## config.mk

```make
export PLATFORM = sky130hd
export DESIGN_NAME = seqdet_ctrl
export DESIGN_NICKNAME = d
export VERILOG_FILES = /design/src/rtl/seqdet_ctrl.sv
export SDC_FILE = /design/constraint.sdc
export NUM_CORES = 1
export LEC_CHECK = 0
export CAP_MARGIN = 40
export CORE_ASPECT_RATIO = 0.8
export CORE_MARGIN = 4
export CORE_UTILIZATION = 40
export CTS_BUF_LIST = sky130_fd_sc_hd__clkbuf_8
export DETAILED_ROUTE_END_ITERATION = 16
export SYNTH_ARGS = -nofsm -noshare
export SYNTH_HDL_FRONTEND = slang
export SYNTH_SLANG_ARGS = --single-unit
```

## constraint.sdc

```tcl
create_clock -name clk -period 4.4 [get_ports clk]
set_input_delay 0.66 -clock clk [delete_from_list [all_inputs] [get_ports clk]]
set_output_delay 0.66 -clock clk [all_outputs]
set_load 0.05 [all_outputs]
```

## src/rtl/seqdet_ctrl.sv

```systemverilog
// Sequence-detector controller: serial pattern load, valid/ready stream gating,
// shift-and-compare matching with overlap/non-overlap restart, hit counting and hold-off.
module seqdet_ctrl #(
  parameter int PAT_W   = 5,
  parameter int CNT_W   = 8,
  parameter int HOLDOFF = 0
) (
  input  logic                       clk,
  input  logic                       rst,
  input  logic                       cfg_start,
  input  logic [$clog2(PAT_W+1)-1:0] cfg_len,
  input  logic                       cfg_valid,
  input  logic                       cfg_bit,
  input  logic                       run_en,
  input  logic                       overlap_en,
  input  logic                       clr_count,
  input  logic                       din,
  input  logic                       din_valid,
  output logic                       din_ready,
  output logic                       match,
  output logic [CNT_W-1:0]           match_count,
  output logic                       cfg_done,
  output logic                       err,
  output logic [1:0]                 state
);

  localparam int LEN_W = $clog2(PAT_W + 1);
  localparam int HCW   = (HOLDOFF > 1) ? $clog2(HOLDOFF) : 1;

  typedef enum logic [1:0] {
    IDLE = 2'd0,
    LOAD = 2'd1,
    RUN  = 2'd2,
    HOLD = 2'd3
  } state_t;

  state_t             state_r, state_s;
  logic [PAT_W-1:0]   pattern_r, pattern_s;
  logic [PAT_W-1:0]   history_r, history_s;
  logic [LEN_W-1:0]   fill_r, fill_s;
  logic [LEN_W-1:0]   load_cnt_r, load_cnt_s;
  logic [LEN_W-1:0]   len_r, len_s;
  logic               loaded_r, loaded_s;
  logic [HCW-1:0]     hold_cnt_r, hold_cnt_s;
  logic               match_r, match_s;
  logic [CNT_W-1:0]   count_r, count_s;
  logic               cfg_done_r, cfg_done_s;
  logic               err_r, err_s;

  logic [LEN_W-1:0]   len_eff_s;
  logic [PAT_W-1:0]   shift_hist_s;
  logic [LEN_W-1:0]   shift_fill_s;
  logic               xfer_s;
  logic               hit_s;

  // Bits at or above the active length must not take part in the compare.
  function automatic logic [PAT_W-1:0] len_mask(input logic [LEN_W-1:0] len);
    logic [PAT_W-1:0] m;
    m = '0;
    for (int i = 0; i < PAT_W; i++) begin
      m[i] = (i < int'(len)) ? 1'b1 : 1'b0;
    end
    return m;
  endfunction

  // Datapath terms: effective length, shifted history and hit detection.
  always_comb begin
    if ((cfg_len == LEN_W'(0)) || (cfg_len > LEN_W'(PAT_W))) begin
      len_eff_s = LEN_W'(PAT_W);
    end else begin
      len_eff_s = cfg_len;
    end
    shift_hist_s = {history_r[PAT_W-2:0], din};
    if (fill_r < len_r) begin
      shift_fill_s = fill_r + LEN_W'(1);
    end else begin
      shift_fill_s = len_r;
    end
    xfer_s = (state_r == RUN) && din_valid;
    hit_s  = xfer_s && (shift_fill_s >= len_r) &&
             (((shift_hist_s ^ pattern_r) & len_mask(len_r)) == '0);
  end

  // Next-state and next-register logic for the controller FSM.
  always_comb begin
    state_s    = state_r;
    pattern_s  = pattern_r;
    history_s  = history_r;
    fill_s     = fill_r;
    load_cnt_s = load_cnt_r;
    len_s      = len_r;
    loaded_s   = loaded_r;
    hold_cnt_s = hold_cnt_r;
    match_s    = 1'b0;
    cfg_done_s = 1'b0;
    err_s      = 1'b0;
    count_s    = count_r;

    case (state_r)
      IDLE: begin
        if (cfg_start) begin
          state_s    = LOAD;
          pattern_s  = '0;
          load_cnt_s = '0;
          len_s      = len_eff_s;
          loaded_s   = 1'b0;
        end else if (run_en && loaded_r) begin
          state_s = RUN;
        end else begin
          state_s = IDLE;
        end
      end
      LOAD: begin
        if (cfg_start) begin
          pattern_s  = '0;
          load_cnt_s = '0;
          len_s      = len_eff_s;
        end else if (cfg_valid) begin
          pattern_s  = {pattern_r[PAT_W-2:0], cfg_bit};
          load_cnt_s = load_cnt_r + LEN_W'(1);
          if ((load_cnt_r + LEN_W'(1)) == len_r) begin
            cfg_done_s = 1'b1;
            loaded_s   = 1'b1;
            state_s    = IDLE;
          end else begin
            state_s = LOAD;
          end
        end else begin
          state_s = LOAD;
        end
      end
      RUN: begin
        err_s = cfg_start;
        if (xfer_s) begin
          history_s = shift_hist_s;
          fill_s    = shift_fill_s;
          if (hit_s) begin
            match_s = 1'b1;
            if (!overlap_en) begin
              fill_s = '0;
            end else begin
              fill_s = shift_fill_s;
            end
          end else begin
            match_s = 1'b0;
          end
        end else begin
          history_s = history_r;
        end
        // Leaving RUN wins over entering HOLD; a final-bit hit still pulses.
        if (!run_en) begin
          state_s   = IDLE;
          history_s = '0;
          fill_s    = '0;
        end else if (hit_s && (HOLDOFF > 0)) begin
          state_s    = HOLD;
          hold_cnt_s = '0;
        end else begin
          state_s = RUN;
        end
      end
      HOLD: begin
        err_s = cfg_start;
        if (!run_en) begin
          state_s   = IDLE;
          history_s = '0;
          fill_s    = '0;
        end else if (hold_cnt_r == HCW'(HOLDOFF - 1)) begin
          state_s = RUN;
        end else begin
          hold_cnt_s = hold_cnt_r + HCW'(1);
        end
      end
      default: begin
        state_s = IDLE;
      end
    endcase

    if (clr_count) begin
      count_s = '0;
    end else if (match_s && (count_r != {CNT_W{1'b1}})) begin
      count_s = count_r + CNT_W'(1);
    end else begin
      count_s = count_r;
    end
  end

  // State and output registers with synchronous reset.
  always_ff @(posedge clk) begin
    if (rst) begin
      state_r    <= IDLE;
      pattern_r  <= '0;
      history_r  <= '0;
      fill_r     <= '0;
      load_cnt_r <= '0;
      len_r      <= LEN_W'(PAT_W);
      loaded_r   <= 1'b0;
      hold_cnt_r <= '0;
      match_r    <= 1'b0;
      count_r    <= '0;
      cfg_done_r <= 1'b0;
      err_r      <= 1'b0;
    end else begin
      state_r    <= state_s;
      pattern_r  <= pattern_s;
      history_r  <= history_s;
      fill_r     <= fill_s;
      load_cnt_r <= load_cnt_s;
      len_r      <= len_s;
      loaded_r   <= loaded_s;
      hold_cnt_r <= hold_cnt_s;
      match_r    <= match_s;
      count_r    <= count_s;
      cfg_done_r <= cfg_done_s;
      err_r      <= err_s;
    end
  end

  assign din_ready   = (state_r == RUN);
  assign match       = match_r;
  assign match_count = count_r;
  assign cfg_done    = cfg_done_r;
  assign err         = err_r;
  assign state       = state_r;

endmodule

```

==> flow_summary.toml <==
[synthesis]
synth_area_per_cell_um2 = 8.72
ys_async_sr_fraction = 0
ys_seq_area_frac = 0.377
synthCells = 201
syn_area_mm2 = 0.00175
syn_nets = 222
synth.area.top_cells = "dfxtp_1, ha_1, nor2_1"
synth_edf_count = 0
synth_seq_cells = 33
synth_warnings = 0
yosysTopAreaCell = "dfxtp_1"
synth.distinct_cells = 46
synth_flop_cell = "dfxtp_1"
synth_top_area_frac = 0.377

[power]
finalPower_mw = 0.584
power_density_mw_per_mm2 = 273
ir_worst_vdd_mv = 0.199
leakage_nw = 0.867

[placed_design]
routabilityCongestion = 0.928
dp.cells = 277
placed_area_mm2 = 0.00205
hpwl_um = 3120
numPortBuffers = 26

[route]
wirelength_um = 4180
via_per_inst = 5.47
first_iter_violations = 132
ant_nets = 0
drtPass1Iterations = 4
wl_per_cell_um = 14.7
post-route-drc-count = 0
routed-via-count = 1558

[outcome]
status = "completed"

[timing]
fin_tns_setup_ns = 0
grt_setup_unrepaired = "false"
setup_viol_count_final = 0
worst_pin_slew_ns = 0.637
fmax_mhz = 298
min_period_ns = 3.35
hold_viol = 0
relSlewSlack = 0.571
fin_worst_skew_ns = 0.0106
fin_crit_sh = 0.762
drv_slew = 0

[finish]
multi_input_comb_area_mm2 = 0.00103
area_growth_pct = 21.9
finalInstanceArea_mm2 = 0.00214
final_util = 0.508
final_cells = 285
n_antenna_cell = 0
layout_common_cells = "dfxtp_1, clkdlybuf4s50_1, nor2_1"
final_common_cell = "dfxtp_1"
layout-drive-gt1-share = 0.0746
n_fill_cell = 411
regArea_um2 = 661
nNetsFinal = 248

[grt]
overflow = 0
grt_max_degree = 15
grt_util_all_layers = 0.173
grt_pass1_vias = 1476
grt_pass1_wl_um = 7190
antenna_found_initial = 0

[clock_tree]
clock_latency_ns = 0.29
htreeDepth = 2
ctsResizeCount = 0
postCtsHoldBufs = 0
cts_buffers = 5
post_cts_buffers = 0
clk_pin_slew_ns = 0.07
max-clock-path-buffers = 2
cts-root-buf = "clkbuf_8"
clock-sinks = 33
tritoncts = "built"

[min_path]
holdPathStages = 2
hp-class = "register to register"
hp-start = "hold_cnt_r"
whs_endpoint = "hold_cnt_r"

[setup_path]
arrival_ns = 3.53
r2r_start = "len_r[1]"
crit_fanout = 7
r2r-end = "match_count[2]"
cp.required_ns = 4.57
cpMostUsedCell = "ha_1"
startpoint = "len_r[1]"
r2r_setup_slack_ns = 1.05
cp-start-kind = "register"
crit_path_end_kind = "register"
path_cells = "inv_1 -> ha_1 -> a21o_1 -> a21oi_1 -> mux2i_1 -> ha_1 -> nand2b_1 -> a211oi_1 -> nor3_1 -> nand4_1 -> mux2_2"
cp_slowest_cell = "dfxtp_1"
crit_type = "register to register"
reg2regPathDepth = 11
critPathMaxStageDelay_ns = 0.47

[floorplanning]
die_w_um = 82.0
dieArea_mm2 = 0.00551
coreArea_mm2 = 0.00420
start_util = 0.417
io_pins = 27
placementRows = 21
die_h_um = 67.2

[run]
drv_cap = 0
==> worst max-delay path, delay by kind of cell (launching register included) <==
family	cells	cell delay, ns
adder cells (fa/ha/maj)	2	0.57
AO/OA/AOI/OAI	3	0.91
buffers and inverters	1	0.13
flip-flops	1	0.47
multiplexers	2	0.68
AND/OR/NAND/NOR	3	0.47
==> report_power, final <==
part / leakage [nW] / internal, mW / switching, mW / total (mW)
clock: 0.0491 / 0.107 / 0.114 / 0.221
combinational: 0.551 / 0.0258 / 0.0288 / 0.0545
sequential: 0.267 / 0.302 / 0.00691 / 0.308
total: 0.867 / 0.435 / 0.149 / 0.584
==> flip-flops by register name, summed over array words and instances (netlist names) <==
| name | flops |
|---|---|
| state | 2 |
| history_r | 4 |
| pattern_r | 5 |
| loaded_r | 1 |
| match | 1 |
| hold_cnt_r | 1 |
| len_r | 3 |
| fill_r | 3 |
| load_cnt_r | 3 |
| cfg_done | 1 |
| err | 1 |
| match_count | 8 |
==> per-stage QoR <==
step,hold WS (ns),setup slack [ns]
floorplan,0.438,1.32
global placement,0.450,1.30
detailed placement,0.464,1.09
CTS,0.476,1.06
global route,0.493,0.797
finish,0.480,1.05
==> how the worst max path moves through the flow <==
| stage | endpoint | slack, ns | depth (start not counted) |
|---|---|---|---|
| 2_1_floorplan | match_count[3] | 1.32 | 12 |
| 3_3_place_gp | match_count[2] | 1.30 | 11 |
| 3_5_place_dp | match_count[2] | 1.09 | 11 |
| 4_1_cts | match_count[2] | 1.06 | 11 |
| 5_1_grt | match_count[2] | 0.80 | 11 |
| 6_report | match_count[2] | 1.05 | 11 |
==> Yosys cell counts (2+ instances only) <==
master    instances
a211o_1           2
nor2b_1           5
clkbuf_1          7
a22oi_1           4
dfxtp_1          33
nor2_1           25
o21ai_0           7
nor4b_1           2
or3_1             4
xnor2_1           4
nor3_1            3
nor4_1            2
xor2_1            5
a22o_1            5
and2_1            3
nand2b_1          2
nand2_1          15
a21oi_1          10
mux2i_1           7
nand3_1           2
inv_1             7
nand4_1           8
o31ai_1           5
ha_1              8
a211oi_1          2
and3_4            3
and3_1            2
==> per-layer routing <==
layer,up-vias,share of wire,global-route usage
met5,-,0,0
met4,0,0.014,0.0705
met3,6,0.049,0.0440
met2,51,0.42,0.249
met1,719,0.52,0.245
li1,782,-,-
==> cells by family after synthesis <==
family | after synthesis | synth area share
buffers and inverters | 15 | 0.0364
multiplexers | 8 | 0.0464
flip-flops | 33 | 0.377
XOR/XNOR | 10 | 0.0578
AND/OR/NAND/NOR | 84 | 0.261
adder cells (fa/ha/maj) | 8 | 0.0571
AO/OA/AOI/OAI | 43 | 0.165
==> final cells by class <==
cell class	instances	area share
Clock buffer	5	0.0322
Tap cell	57	0.0334
Timing Repair Buffer	27	0.125
Clock inverter	3	0.00644
Multi-Input combinational cell	153	0.481
Sequential cell	33	0.309
Inverter	7	0.0123
No activity file was read; power rests on OpenSTA's default activity.
